### src/rtl/paula_floppy_drive_ctrl_pkg.sv
// Shared definitions for the per-drive floppy mechanical model.
package paula_floppy_drive_ctrl_pkg;

    localparam int TRACKS_DEF = 80;
    localparam int TRACK_W    = 7;

    typedef enum logic [1:0] {
        SPIN_OFF = 2'd0,
        SPIN_RUN = 2'd1,
        SPIN_RDY = 2'd2
    } spin_state_e;

endpackage

### src/rtl/paula_floppy_drive_ctrl_spinup.sv
// Motor spin-up timer: OFF / SPIN / RDY with a tick counter.
module paula_floppy_spinup_timer
    import paula_floppy_drive_ctrl_pkg::*;
#(
    parameter int               CNT_W        = 20,
    parameter logic [CNT_W-1:0] SPINUP_TICKS = CNT_W'(3500)
) (
    input  logic clk,
    input  logic clk7_en,
    input  logic reset,
    input  logic motor_on,
    input  logic disk_inserted,
    output logic spun_up
);

    localparam logic [CNT_W-1:0] LAST = SPINUP_TICKS - CNT_W'(1);

    spin_state_e      state_q;
    logic [CNT_W-1:0] cnt_q;
    logic [CNT_W-1:0] cnt_d;
    logic             spun_up_q;

    assign cnt_d   = cnt_q + CNT_W'(1);
    assign spun_up = spun_up_q;

    // RDY is entered on the tick the counter reaches LAST
    always_ff @(posedge clk) begin
        if (clk7_en) begin
            if (reset) begin
                state_q   <= SPIN_OFF;
                cnt_q     <= '0;
                spun_up_q <= 1'b0;
            end else begin
                unique case (state_q)
                    SPIN_OFF: begin
                        cnt_q     <= '0;
                        spun_up_q <= 1'b0;
                        if (motor_on) state_q <= SPIN_RUN;
                    end
                    SPIN_RUN: begin
                        if (!motor_on) begin
                            state_q <= SPIN_OFF;
                            cnt_q   <= '0;
                        end else if (!disk_inserted) begin
                            cnt_q <= '0;
                        end else if (cnt_d == LAST) begin
                            state_q   <= SPIN_RDY;
                            spun_up_q <= 1'b1;
                            cnt_q     <= cnt_d;
                        end else begin
                            cnt_q <= cnt_d;
                        end
                    end
                    SPIN_RDY: begin
                        if (!motor_on) begin
                            state_q   <= SPIN_OFF;
                            cnt_q     <= '0;
                            spun_up_q <= 1'b0;
                        end else if (!disk_inserted) begin
                            state_q   <= SPIN_RUN;
                            cnt_q     <= '0;
                            spun_up_q <= 1'b0;
                        end
                    end
                    default: begin
                        state_q   <= SPIN_OFF;
                        cnt_q     <= '0;
                        spun_up_q <= 1'b0;
                    end
                endcase
            end
        end
    end

endmodule

### src/rtl/paula_floppy_drive_ctrl.sv
// One emulated floppy unit: motor latch, head position, status lines.
module paula_floppy_drive_ctrl
    import paula_floppy_drive_ctrl_pkg::*;
#(
    parameter int               TRACKS       = TRACKS_DEF,
    parameter int               CNT_W        = 20,
    parameter logic [CNT_W-1:0] SPINUP_TICKS = CNT_W'(3500)
) (
    input  logic               clk,
    input  logic               reset,
    input  logic               clk7_en,
    input  logic               _sel,
    input  logic               _motor,
    input  logic               _step,
    input  logic               _dir,
    input  logic               _side,
    input  logic               disk_inserted,
    input  logic               disk_wp,
    output logic               motor_on,
    output logic               _sel_del,
    output logic               _ready,
    output logic               _tk0,
    output logic               _chng,
    output logic               _wprot,
    output logic [TRACK_W-1:0] track,
    output logic               side
);

    localparam logic [TRACK_W-1:0] TRACK_MAX = TRACK_W'(TRACKS - 1);

    logic               motor_on_q;
    logic               sel_del_q;
    logic               step_del_q;
    logic [TRACK_W-1:0] track_q;
    logic               side_q;
    logic               chng_q;
    logic               spun_up;
    logic               sel_fall;
    logic               step_rise;

    assign sel_fall  = !_sel && sel_del_q;
    assign step_rise = _step && !step_del_q && !_sel;

    always_ff @(posedge clk) begin
        if (clk7_en) begin
            if (reset) begin
                motor_on_q <= 1'b0;
                sel_del_q  <= 1'b1;
                step_del_q <= 1'b1;
                track_q    <= '0;
                side_q     <= 1'b0;
                chng_q     <= 1'b1;
            end else begin
                sel_del_q  <= _sel;
                step_del_q <= _step;
                side_q     <= ~_side;
                if (sel_fall) motor_on_q <= ~_motor;
                if (step_rise) begin
                    if (_dir) begin
                        if (track_q != '0) track_q <= track_q - 1'b1;
                    end else begin
                        if (track_q != TRACK_MAX) track_q <= track_q + 1'b1;
                    end
                end
                // medium absent keeps the latch set even over a step
                if (!disk_inserted) chng_q <= 1'b1;
                else if (step_rise) chng_q <= 1'b0;
            end
        end
    end

    paula_floppy_spinup_timer #(
        .CNT_W        (CNT_W),
        .SPINUP_TICKS (SPINUP_TICKS)
    ) u_spinup (
        .clk           (clk),
        .clk7_en       (clk7_en),
        .reset         (reset),
        .motor_on      (motor_on_q),
        .disk_inserted (disk_inserted),
        .spun_up       (spun_up)
    );

    assign motor_on = motor_on_q;
    assign _sel_del = sel_del_q;
    assign track    = track_q;
    assign side     = side_q;
    assign _ready   = ~spun_up | _sel;
    assign _tk0     = (track_q != '0) | _sel;
    assign _chng    = ~chng_q | _sel;
    assign _wprot   = ~(disk_inserted & disk_wp) | _sel;

endmodule

### config.mk
export PLATFORM = sky130hd
export DESIGN_NAME = paula_floppy_drive_ctrl
export DESIGN_NICKNAME = d
export VERILOG_FILES = /design/src/rtl/paula_floppy_drive_ctrl_pkg.sv /design/src/rtl/paula_floppy_drive_ctrl_spinup.sv /design/src/rtl/paula_floppy_drive_ctrl.sv
export SDC_FILE = /design/constraint.sdc
export NUM_CORES = 1
export LEC_CHECK = 0
export ABC_AREA = 1
export CAP_MARGIN = 20
export CORE_ASPECT_RATIO = 0.5
export CORE_MARGIN = 2
export CORE_UTILIZATION = 30
export DETAILED_ROUTE_END_ITERATION = 8
export GPL_TIMING_DRIVEN = 1
export SLEW_MARGIN = 40
export SYNTH_ARGS = -nofsm -noshare
export SYNTH_HDL_FRONTEND = slang
export SYNTH_SLANG_ARGS = --single-unit
### constraint.sdc
create_clock -name clk -period 2.72 [get_ports clk]
set_input_delay 0.272 -clock clk [delete_from_list [all_inputs] [get_ports clk]]
set_output_delay 0.272 -clock clk [all_outputs]
set_load 0.05 [all_outputs]
==> flow_summary.ini <==
[yosys]
synth_edf_count = 35
synth_top_cell_area_share = 0.469
synth.ff_latch_count = 35
netlist_area_before_placement_um2 = 2240
syn_avg_cell_area_um2 = 8.12
most_common_flop_cell_mapped_by_yosys = sky130_fd_sc_hd__edfxtp_1
post_synth_num_cell_types = 30
synth_top_area_cell = sky130_fd_sc_hd__edfxtp_1
ys.warnings.count = 0
netlist_instances = 276
synth.area.top_cells = sky130_fd_sc_hd__edfxtp_1 (47%), sky130_fd_sc_hd__nand2_1 (12%), sky130_fd_sc_hd__nor2_1 (7.7%)
syn_nets = 294
seq_area_frac_synth = 0.469
async_set_or_reset_flop_fraction_in_the_synthesized_netlist = 0

[finish]
antenna-diode-count = 0
drive_gt1_frac = 0.0874
areaGrowthSynthToFinish_pct = 23.3
final-instance-count-excl-fill = 405
final_core_util = 0.379
nets = 326
design_area_um2 = 2770

[worst_hold_path]
hold_depth = 2
min_path_type = input port to flip-flop
hold_path_startpoint = _side
whs_endpoint = side$_SDFFCE_PP0P_

[sta]
setup_viol = 0
min_period_ns = 2.39
setup_total_negative_slack_ns = 0
final.setup_skew_ns = 0.00466
worst-slew-pin-transition_ns = 0.511
fmax_mhz = 418
slew_violations = 0
post-route-worst-setup-slack_ns = 0.326
final_min_period_over_clock_period = 0.880
max_slew_margin = 0.658
rsz0062_at_grt = no
timing.final.hold_violations = 0

[floorplan]
floorplan.io_pins = 24
initial_core_util = 0.307
coreArea_um2 = 7290
die_y_um = 65.1
dieWidth_um = 126
fp.dieArea_um2 = 8220
placementRows = 22

[routing]
drt-initial-drc-count = 62
drt-wirelength-per-cell_um = 12.2
drc = 0
route.vias.total = 1910
drtAntennaViolNets = 0
number_of_detailed_routing_iterations_run_before_antenna_repair = 4
detail_route.wirelength_um = 4930
post_drt_via_cell_ratio = 4.72

[placed_design]
dp_hpwl_um = 3760
placed_cells_incl_taps = 397
port_buffers = 23
placed_area_um2 = 2620
routabilityCongestion = 0.842
detailedPlace.worstSlack_ns = 0.385

[grt]
grt_use_met1 = 0.153
grt_antenna_before_repair = 0
maximum_number_of_pins_on_one_net_before_global_route_repair = 21
number_of_global_route_vias_before_repair = 1896
grt.met2_usage = 0.232
global_route.usage.met3 = 0.0301
first_pass_grt_wire_length_um = 8420
globalRouteTotalUtil = 0.128
gr-total-overflow = 0
grt_most_used_layer = met2

[clock_network]
hold_buffers = 0
cts_made_buffers = 5
cts.sink_count = 35
cts.root.buffer_cell = sky130_fd_sc_hd__clkbuf_16
cts_tree = done
cts.repair.resized = 0
cts_buffer_depth = 2
worst_skew_pair.late_latency_ns = 0.28
clkTransAtPathRegs_ns = 0.06
post_cts_setup_driven_buffer_insertion_count = 0
number_of_h_tree_levels = 2

[pwr]
clkPwrFrac = 0.393
power.share.combinational = 0.149
ir_worst_vdd_mv = 0.250
power.leakage_uw = 0.00107
netSwitchingPower_uw = 385
power_density_nw_per_um2 = 516
p_sw_frac = 0.270
power.internal_uw = 1040
sequentialPowerShare = 0.458

[critical_path]
critical_path.endpoint_type = output port
timing.critical_path.required_ns = 2.45
critical_path.reg2reg.startpoint = u_spinup.cnt_q[1]$_SDFFCE_PP0P_
crit_fanout = 3
r2r_setup_slack_ns = 0.56
setup.worst_path.start_class = flip-flop
arrival_time_at_the_worst_endpoint_ns = 2.12
criticalPathCategory = flip-flop to output port
worst_r2r_endpoint = u_spinup.state_q[0]$_SDFFCE_PP0P_
reg2regPathDepth = 10

[job]
max-cap-violations = 0

[status]
outcome = finished clean
-- cell usage after synthesis, types with 3 or more instances --
| cell | instances |
|---|---|
| sky130_fd_sc_hd__a21oi_1 | 18 |
| sky130_fd_sc_hd__edfxtp_1 | 35 |
| sky130_fd_sc_hd__ha_1 | 7 |
| sky130_fd_sc_hd__inv_1 | 38 |
| sky130_fd_sc_hd__nand2_1 | 69 |
| sky130_fd_sc_hd__nand3_1 | 12 |
| sky130_fd_sc_hd__nand3b_1 | 3 |
| sky130_fd_sc_hd__nand4_1 | 7 |
| sky130_fd_sc_hd__nor2_1 | 46 |
| sky130_fd_sc_hd__nor2_2 | 3 |
| sky130_fd_sc_hd__nor2_4 | 4 |
| sky130_fd_sc_hd__nor3_1 | 3 |
| sky130_fd_sc_hd__o21ai_0 | 6 |
| sky130_fd_sc_hd__xnor2_1 | 3 |
| sky130_fd_sc_hd__xor2_1 | 3 |
-- per-layer routing --
layer,vias to the layer above,part of all wire
li1,977,-
met2,34,0.48
met5,-,0
met1,897,0.48
met4,0,0.0077
met3,2,0.035
-- worst max-delay path: stages, from the launching register on --
cell                              delay [ns]
sky130_fd_sc_hd__edfxtp_1               0.42
sky130_fd_sc_hd__or2_2                  0.34
sky130_fd_sc_hd__nor3b_1                0.26
sky130_fd_sc_hd__nand2_1                0.10
sky130_fd_sc_hd__clkdlybuf4s50_1        0.72
-- how the worst max path moves through the flow --
stage                                start                                end  slack, ns  cells past startpoint
floorplan           motor_on$_SDFFCE_PP0P_  u_spinup.state_q[0]$_SDFFCE_PP0P_       0.40                      3
global placement                     reset  u_spinup.state_q[0]$_SDFFCE_PP0P_       0.46                      7
detailed placement                    _dir             track[6]$_SDFFCE_PP0P_       0.39                      9
CTS                 track[4]$_SDFFCE_PP0P_                               _tk0       0.33                      4
global route        track[4]$_SDFFCE_PP0P_                               _tk0       0.30                      4
finish              track[4]$_SDFFCE_PP0P_                               _tk0       0.33                      4
-- cell families after synthesis --
kind of cell / count (synthesis) / share of synthesized area
AND/OR/NAND/NOR: 153 / 0.305
buffers and inverters: 41 / 0.0698
flip-flops: 35 / 0.469
XOR/XNOR: 6 / 0.0234
AO/OA/AOI/OAI: 33 / 0.0854
adder cells (fa/ha/maj): 8 / 0.0480
-- registers in the layout (all words and copies together), names as in the netlist --
name and count:
u_spinup.cnt_q 20, track 7, u_spinup.state_q 2, _sel_del 1, chng_q 1, motor_on 1, side 1, step_del_q 1
u_spinup.spun_up 1
-- power groups by stage --
stage	clock (µW)	sequential (µW)	combinational, µW
3_3_place_gp	0	664	208
6_report	561	653	212
4_1_cts	568	653	214
5_1_grt	586	657	234
3_5_place_dp	0	664	213
2_1_floorplan	0	693	107
-- cell usage in the layout, fill, tap and decap left out, types with 2 or more instances in the layout --
cell type                         instances
sky130_fd_sc_hd__a21oi_1                 18
sky130_fd_sc_hd__buf_4                    4
sky130_fd_sc_hd__clkbuf_16                5
sky130_fd_sc_hd__clkdlybuf4s50_1         23
sky130_fd_sc_hd__clkinvlp_4               2
sky130_fd_sc_hd__edfxtp_1                35
sky130_fd_sc_hd__ha_1                     7
sky130_fd_sc_hd__inv_1                   38
sky130_fd_sc_hd__nand2_1                 69
sky130_fd_sc_hd__nand2_2                  2
sky130_fd_sc_hd__nand3_1                 12
sky130_fd_sc_hd__nand3_2                  2
sky130_fd_sc_hd__nand3b_1                 3
sky130_fd_sc_hd__nand4_1                  7
sky130_fd_sc_hd__nor2_1                  46
sky130_fd_sc_hd__nor2_2                   3
sky130_fd_sc_hd__nor2_4                   4
sky130_fd_sc_hd__nor3_1                   3
sky130_fd_sc_hd__o21ai_0                  6
sky130_fd_sc_hd__o21bai_1                 2
sky130_fd_sc_hd__xnor2_1                  3
sky130_fd_sc_hd__xor2_1                   3
-- metrics by stage --
step	total power [µW]	hold slack [ns]
after global placement	872	0.607
after detailed placement	876	0.619
after floorplan	800	0.384
after global routing	1480	0.593
after CTS	1430	0.585
final	1430	0.583
-- layout make-up --
cell class / instances / area [µm²]
fillers: 745 / 4530
inverters: 39 / 146
clock buffers: 5 / 125
repair buffers: 27 / 260
clock inverters: 3 / 20.0
multi-input cells: 200 / 1040
flip-flops and latches: 35 / 1050
well taps: 96 / 120
(Power assumes the default switching activity.)
